<file path="src/rtl/fp_round_pack.sv">
// Round-half-up and pack stage: {S,E,F} plus round bit in, 8-bit float out.
// Two-entry valid/ready pipeline with a sticky saturation counter.
module fp_round_pack #(
   parameter int CNT_W = 8
) (
   input  logic             clk,
   input  logic             rst,
   input  logic             in_valid,
   output logic             in_ready,
   input  logic             in_sign,
   input  logic [2:0]       in_exp,
   input  logic [3:0]       in_sig,
   input  logic             in_fifth,
   output logic             out_valid,
   input  logic             out_ready,
   output logic [7:0]       out_fp,
   output logic             out_sat,
   output logic [CNT_W-1:0] sat_count
);

   logic             s1_valid_q, s1_valid_d;
   logic             s1_sign_q, s1_sign_d;
   logic [2:0]       s1_exp_q, s1_exp_d;
   logic [4:0]       s1_sum_q, s1_sum_d;
   logic             s2_valid_q, s2_valid_d;
   logic [7:0]       s2_fp_q, s2_fp_d;
   logic             s2_sat_q, s2_sat_d;
   logic [CNT_W-1:0] sat_count_q, sat_count_d;

   logic             s2_en;
   logic             out_fire;
   logic [7:0]       rnd_fp;
   logic             rnd_sat;

   // A carry out of the significand renormalizes into the exponent,
   // unless the exponent is already at its maximum.
   always_comb begin
      rnd_sat = 1'b0;
      rnd_fp  = {s1_sign_q, s1_exp_q, s1_sum_q[3:0]};
      if (s1_sum_q[4]) begin
         if (s1_exp_q == 3'd7) begin
            rnd_sat = 1'b1;
            rnd_fp  = {s1_sign_q, 7'h7F};
         end else begin
            rnd_fp = {s1_sign_q, s1_exp_q + 3'd1, 4'b1000};
         end
      end
   end

   always_comb begin
      s1_valid_d  = s1_valid_q;
      s1_sign_d   = s1_sign_q;
      s1_exp_d    = s1_exp_q;
      s1_sum_d    = s1_sum_q;
      s2_valid_d  = s2_valid_q;
      s2_fp_d     = s2_fp_q;
      s2_sat_d    = s2_sat_q;
      sat_count_d = sat_count_q;

      s2_en    = !s2_valid_q || out_ready;
      in_ready = !s1_valid_q || s2_en;
      out_fire = s2_valid_q && out_ready;

      if (s2_en) begin
         s2_valid_d = s1_valid_q;
         if (s1_valid_q) begin
            s2_fp_d  = rnd_fp;
            s2_sat_d = rnd_sat;
         end
      end

      if (in_ready) begin
         s1_valid_d = in_valid;
         if (in_valid) begin
            s1_sign_d = in_sign;
            s1_exp_d  = in_exp;
            s1_sum_d  = {1'b0, in_sig} + {4'b0000, in_fifth};
         end
      end

      if (out_fire && s2_sat_q && (sat_count_q != {CNT_W{1'b1}}))
         sat_count_d = sat_count_q + 1'b1;
   end

   always_ff @(posedge clk) begin
      if (rst) begin
         s1_valid_q  <= 1'b0;
         s1_sign_q   <= 1'b0;
         s1_exp_q    <= 3'd0;
         s1_sum_q    <= 5'd0;
         s2_valid_q  <= 1'b0;
         s2_fp_q     <= 8'h00;
         s2_sat_q    <= 1'b0;
         sat_count_q <= '0;
      end else begin
         s1_valid_q  <= s1_valid_d;
         s1_sign_q   <= s1_sign_d;
         s1_exp_q    <= s1_exp_d;
         s1_sum_q    <= s1_sum_d;
         s2_valid_q  <= s2_valid_d;
         s2_fp_q     <= s2_fp_d;
         s2_sat_q    <= s2_sat_d;
         sat_count_q <= sat_count_d;
      end
   end

   assign out_valid = s2_valid_q;
   assign out_fp    = s2_fp_q;
   assign out_sat   = s2_sat_q;
   assign sat_count = sat_count_q;

endmodule

</file>
<file path="config.mk">
export PLATFORM = sky130hd
export DESIGN_NAME = fp_round_pack
export DESIGN_NICKNAME = d
export VERILOG_FILES = /design/src/rtl/fp_round_pack.sv
export SDC_FILE = /design/constraint.sdc
export NUM_CORES = 1
export LEC_CHECK = 0
export ABC_AREA = 1
export CAP_MARGIN = 20
export CORE_AREA = 2 2 59 61
export DETAILED_ROUTE_END_ITERATION = 8
export DIE_AREA = 0 0 61 63
export PLACE_DENSITY = 0.71
export SLEW_MARGIN = 20
export SYNTH_ARGS = -nofsm -noshare
export SYNTH_HDL_FRONTEND = slang
export SYNTH_SLANG_ARGS = --single-unit
</file>
<file path="constraint.sdc">
create_clock -name clk -period 1.14 [get_ports clk]
set_input_delay 0.342 -clock clk [delete_from_list [all_inputs] [get_ports clk]]
set_output_delay 0.342 -clock clk [all_outputs]
set_load 0.05 [all_outputs]
</file>
After elaboration in Yosys (flattened, before gate mapping)
Cells that the tools add are included.

Register bits after elaboration: 28. Input bits: 13. Output and inout bits: 19. Logic and storage cells: 26.

Add/subtract/negate cells: 3. Eq/ne operators: 2. Muxes and demuxes: 4. Reductions and logical operators: 9.

Operator list (count): $mux W7 (2); $add A8 B1 Y8 const B (1); $ne A8 B8 Y1 const B (1); $add A4 B1 Y5 (1); $reduce_and A2 Y1 (2); $add A3 B1 Y3 const B (1); $eq A3 B3 Y1 const B (1); $logic_and A1 B1 Y1 (3); $logic_not A1 Y1 (2); $logic_or A1 B1 Y1 (2); $mux W1 (2).

Longest topological paths before layout
Depth after elaboration: 4. Depth in mapped cells: 8. Mapped depth without buffers: 8.

Worst setup path after synthesis
OpenSTA, ideal clock, no wires.

Kind: reg-to-reg. Start point: register s2_valid_q (netlist: out_valid). End point: register s1_sum_q[3]. Setup time: 0.123 ns. Arrival: 1.602 ns. Required time: 1.017 ns. Slack: -0.585 ns. Cell stages (with the launch flop): 6. Clock period less this slack: 1.725 ns. Cell sequence: dfxtp_1 > nand3_2 > nand2_2 > inv_1 > o21ai_0 > a21oi_1.

Cells in the longest elaborated chain, start to end: 4.

Ends and longest elaborated chain: from (decl) (line 25) `logic s2_valid_q, s2_valid_d;`; from (signal assigned) (line 100) `s2_valid_q <= s2_valid_d;`; $logic_not A1 Y1 (line 60) `s2_en = !s2_valid_q || out_ready;`; $logic_or A1 B1 Y1 (line 60); $logic_or A1 B1 Y1 (line 61) `in_ready = !s1_valid_q || s2_en;`; net in_ready (line 9) `output logic in_ready,`; $reduce_and A2 Y1 (no source line); to (signal assigned) (line 99) `s1_sum_q <= s1_sum_d;`; to (decl) (line 24) `logic [4:0] s1_sum_q, s1_sum_d;`.

The timed path passes the listed nets, and every way through them passes these cells. A chain may end at the register's enable or synchronous reset.

Final worst setup path
Start point: register s2_valid_q (netlist: out_valid). End point: output port out_valid.

RTL lines: to (decl) (line 14) `output logic out_valid,`.

No word-level cell between the ends.

==> results.toml <==
[status]
violations = "negative setup slack"
status = "complete, but fails checks"

[setup_path]
crit_chain = "buf_6, buf_12"
start_kind = "flip-flop"
r2r_cells = 8
slowest_stage = "dfxtp_4"
rrSetupSlack_ps = -120
critPathRequiredTime_ps = 800
arrival_ps = 970
critPathTopFamily = "flip-flops"
timing.rr.start = "sat_count[1]"
endpoint_kind = "primary output"
critPathMaxFanout = 3
cpPeakStageDelay_ps = 390
critPathKind = "reg -> out"
reg2reg_to = "sat_count[1]"
cp_num_buf_inv = 2

[sta]
rsz0062_at_grt = "yes"
fmax_mhz = 763
setup_viol = 26
hold_violations = 0
fin_ws_ps = -171
period_share = 1.15
tightest_slew_ps = 323
fin_worst_skew_ps = 8.66
layout_min_cycle_time_ps = 1310
slew_violations = 0
max_slew_margin = 0.784

[clocking]
cts_tree = "done"
cts_hold_buf = 0
clk_path_buf_depth = 2
path_clk_slew_ps = 160
cts_buffers = 3
root_buffer = "clkbuf_4"
cts.sinks = 28
insertion_delay_ps = 330
ctsHtreeMaxLevel = 1

[placed_design]
gp_congestion = 0.810
hpwl_um = 2090
dp_slack_ps = -468
numPortBuffers = 31

[synthesis]
synth_top_family_by_area = "simple AND/OR/NAND/NOR gates"
synth_compound_area_frac = 0.150
yosys_warnings = 0
synth_ff_type = "dfxtp_1"
synth.yosys.seq_area_share = 0.428
synth-simple-area-share = 0.278
synthMuxAreaShare = 0
synthesis.nets = 190
synthArstFlopShare = 0
ys_types = 21
yosys.area_share.xor_xnor = 0.0201
synth-edff-count = 0
synth.avg_cell_area_um2 = 7.57
syn-cell-area_mm2 = 0.00131
synth_fa_ha_area_frac = 0.0382
syn_inst = 173
ys_seq_elements = 28

[power_and_ir_drop]
ir_worst_vdd_mv = 0.630
p_per_area_mw_per_mm2 = 889
leakage_uw = 0.00104

[drt]
drt_first_iter_violations = 43
wirelength_um = 3210
route.detailed.drc = 0
first_pass_iters = 4
vias = 1339
antenna_left = 0
viasPerCell = 4.78
wire_per_inst_um = 11.4

[worst_hold_path]
hp-start = "s1_sum_q[2]"
hold_depth = 2
hold_class = "reg -> reg"
worstHoldEndpoint = "s1_sum_q[2]"

[cells_and_area]
drive_gt1_frac = 0.474
areaGrowthSynthToFinish_pct = 79.4
final_util = 0.727
fin_nets = 252
fillers = 230
diodes = 0

[global_routing]
overflow = 0
antenna_found_initial = 0
grt_pass1_wl_um = 5240
grt_max_degree = 17
grt_pass1_vias = 1349
grt_usage = 0.174

[die]
rows = 21
fp.dieH_um = 63
start_util = 0.405
fp.dieW_um = 61
ios = 32
die_area_mm2 = 0.00384
coreArea_mm2 = 0.00323

[flow_run]
cap_violations = 0
state kept, by name, summed over array words and instances (netlist names):
signal,count
s1_sign_q,1
s1_exp_q,3
out_sat,1
out_fp,8
sat_count,8
s1_valid_q,1
out_valid,1
s1_sum_q,5
cells in the mapped netlist (2+ instances only):
master   count  share of area
nor2_1      31          0.089
dfxtp_1     28           0.43
nand2_1     24          0.069
a21oi_1     19          0.073
inv_1       15          0.043
o21ai_0     12          0.046
o21ai_1      7          0.027
nand3_1      5          0.019
ha_1         4          0.038
buf_2        3          0.011
inv_2        3         0.0086
nand2_2      3          0.014
nand2_4      3          0.026
nand3_2      3          0.023
nor2_4       3          0.026
xor2_1       3          0.020
buf_6        2          0.017
nor3_1       2         0.0076
kinds of logic (layout without fill, tap and decap cells):
logic type,count (synthesis),count (layout)
and+or+nand+nor,75,76
AOI/OAI and AO/OA,39,39
DFF,28,28
buffers and inverters,24,84
adders and majority gates,4,4
xor gates and xnor gates,3,3
worst min-delay path, stage by stage, from the launching register on:
cell     delay (ps)
dfxtp_1         330
inv_1            60
a21oi_1          50
metrics by stage:
| step | area [µm²] | cells | hold slack (ps) | setup TNS (ps) | power (µW) |
|---|---|---|---|---|---|
| 4_1_cts | 2270 | 278 | 464 | -2020 | 2080 |
| 3_5_place_dp | 2000 | 258 | 443 | -11250 | 1420 |
| 3_3_place_gp | 2000 | 258 | 443 | -10840 | 1420 |
| 5_1_grt | 2350 | 280 | 488 | -3560 | 2180 |
| 2_1_floorplan | 1370 | 173 | 430 | -527 | 1250 |
| 6_report | 2350 | 280 | 466 | -2110 | 2090 |
report_power, final:
group	internal [µW]	total, µW	switching, µW
Clock	355	649	294
Sequential	1010	1040	36.1
Combinational	198	396	199
Total	1560	2090	528
cell type report:
class,instances,area [µm²],share of cell area
clock buffers,3,22.5,0.00958
repair buffers,61,767,0.326
repair inverters,1,6.26,0.00266
well taps,46,57.6,0.0245
flip-flops and latches,28,609,0.259
multi-input cells,122,779,0.332
inverters,18,77.6,0.0330
clock inverters,1,30.0,0.0128
timing repair:
| item | 4_1_cts | 5_1_grt |
|---|---|---|
| resized for setup | 36 | 21 |
| gates cloned | 1 | 1 |
| setup buffers | 16 | 1 |
| pin swaps | 11 | 7 |
| endpoints found under the setup margin | 44 | 35 |
cell usage in the layout (no fill, tap or decap), types with 4 or more instances in the layout:
master           Yosys  final
nor2_4               3      4
buf_12               0     20
dfxtp_4              0      9
dfxtp_1             28      7
o21ai_1              7     15
nand3_1              5      4
nand2_2              3      5
nand2_4              3      4
dfxtp_2              0     12
nand2_1             24     20
clkdlybuf4s50_1      0      8
inv_1               15     13
nor2_1              31     27
buf_4                1     21
a21oi_1             19     16
buf_6                2      8
how the worst max path moves through the flow:
stage / endpoint / slack [ps] / from / depth (start not counted)
6_report: out_valid / -170 / out_valid / 2
5_1_grt: in_ready / -210 / out_valid / 2
4_1_cts: out_valid / -170 / out_valid / 2
3_5_place_dp: s1_sum_q[3] / -470 / out_ready / 7
3_3_place_gp: s1_sum_q[3] / -440 / out_ready / 7
2_1_floorplan: sat_count[2] / -80 / sat_count[0] / 8
metal layers:
metal	part of all wire	GRT usage	up-vias	wire, µm
met5	0	0	-	0
met4	0.0081	0.0652	0	26
met3	0.029	0.0269	4	94
met2	0.58	0.328	33	1850
met1	0.38	0.184	617	1230
li1	-	-	685	-
Note: power is estimated with default switching activity, not from simulation.
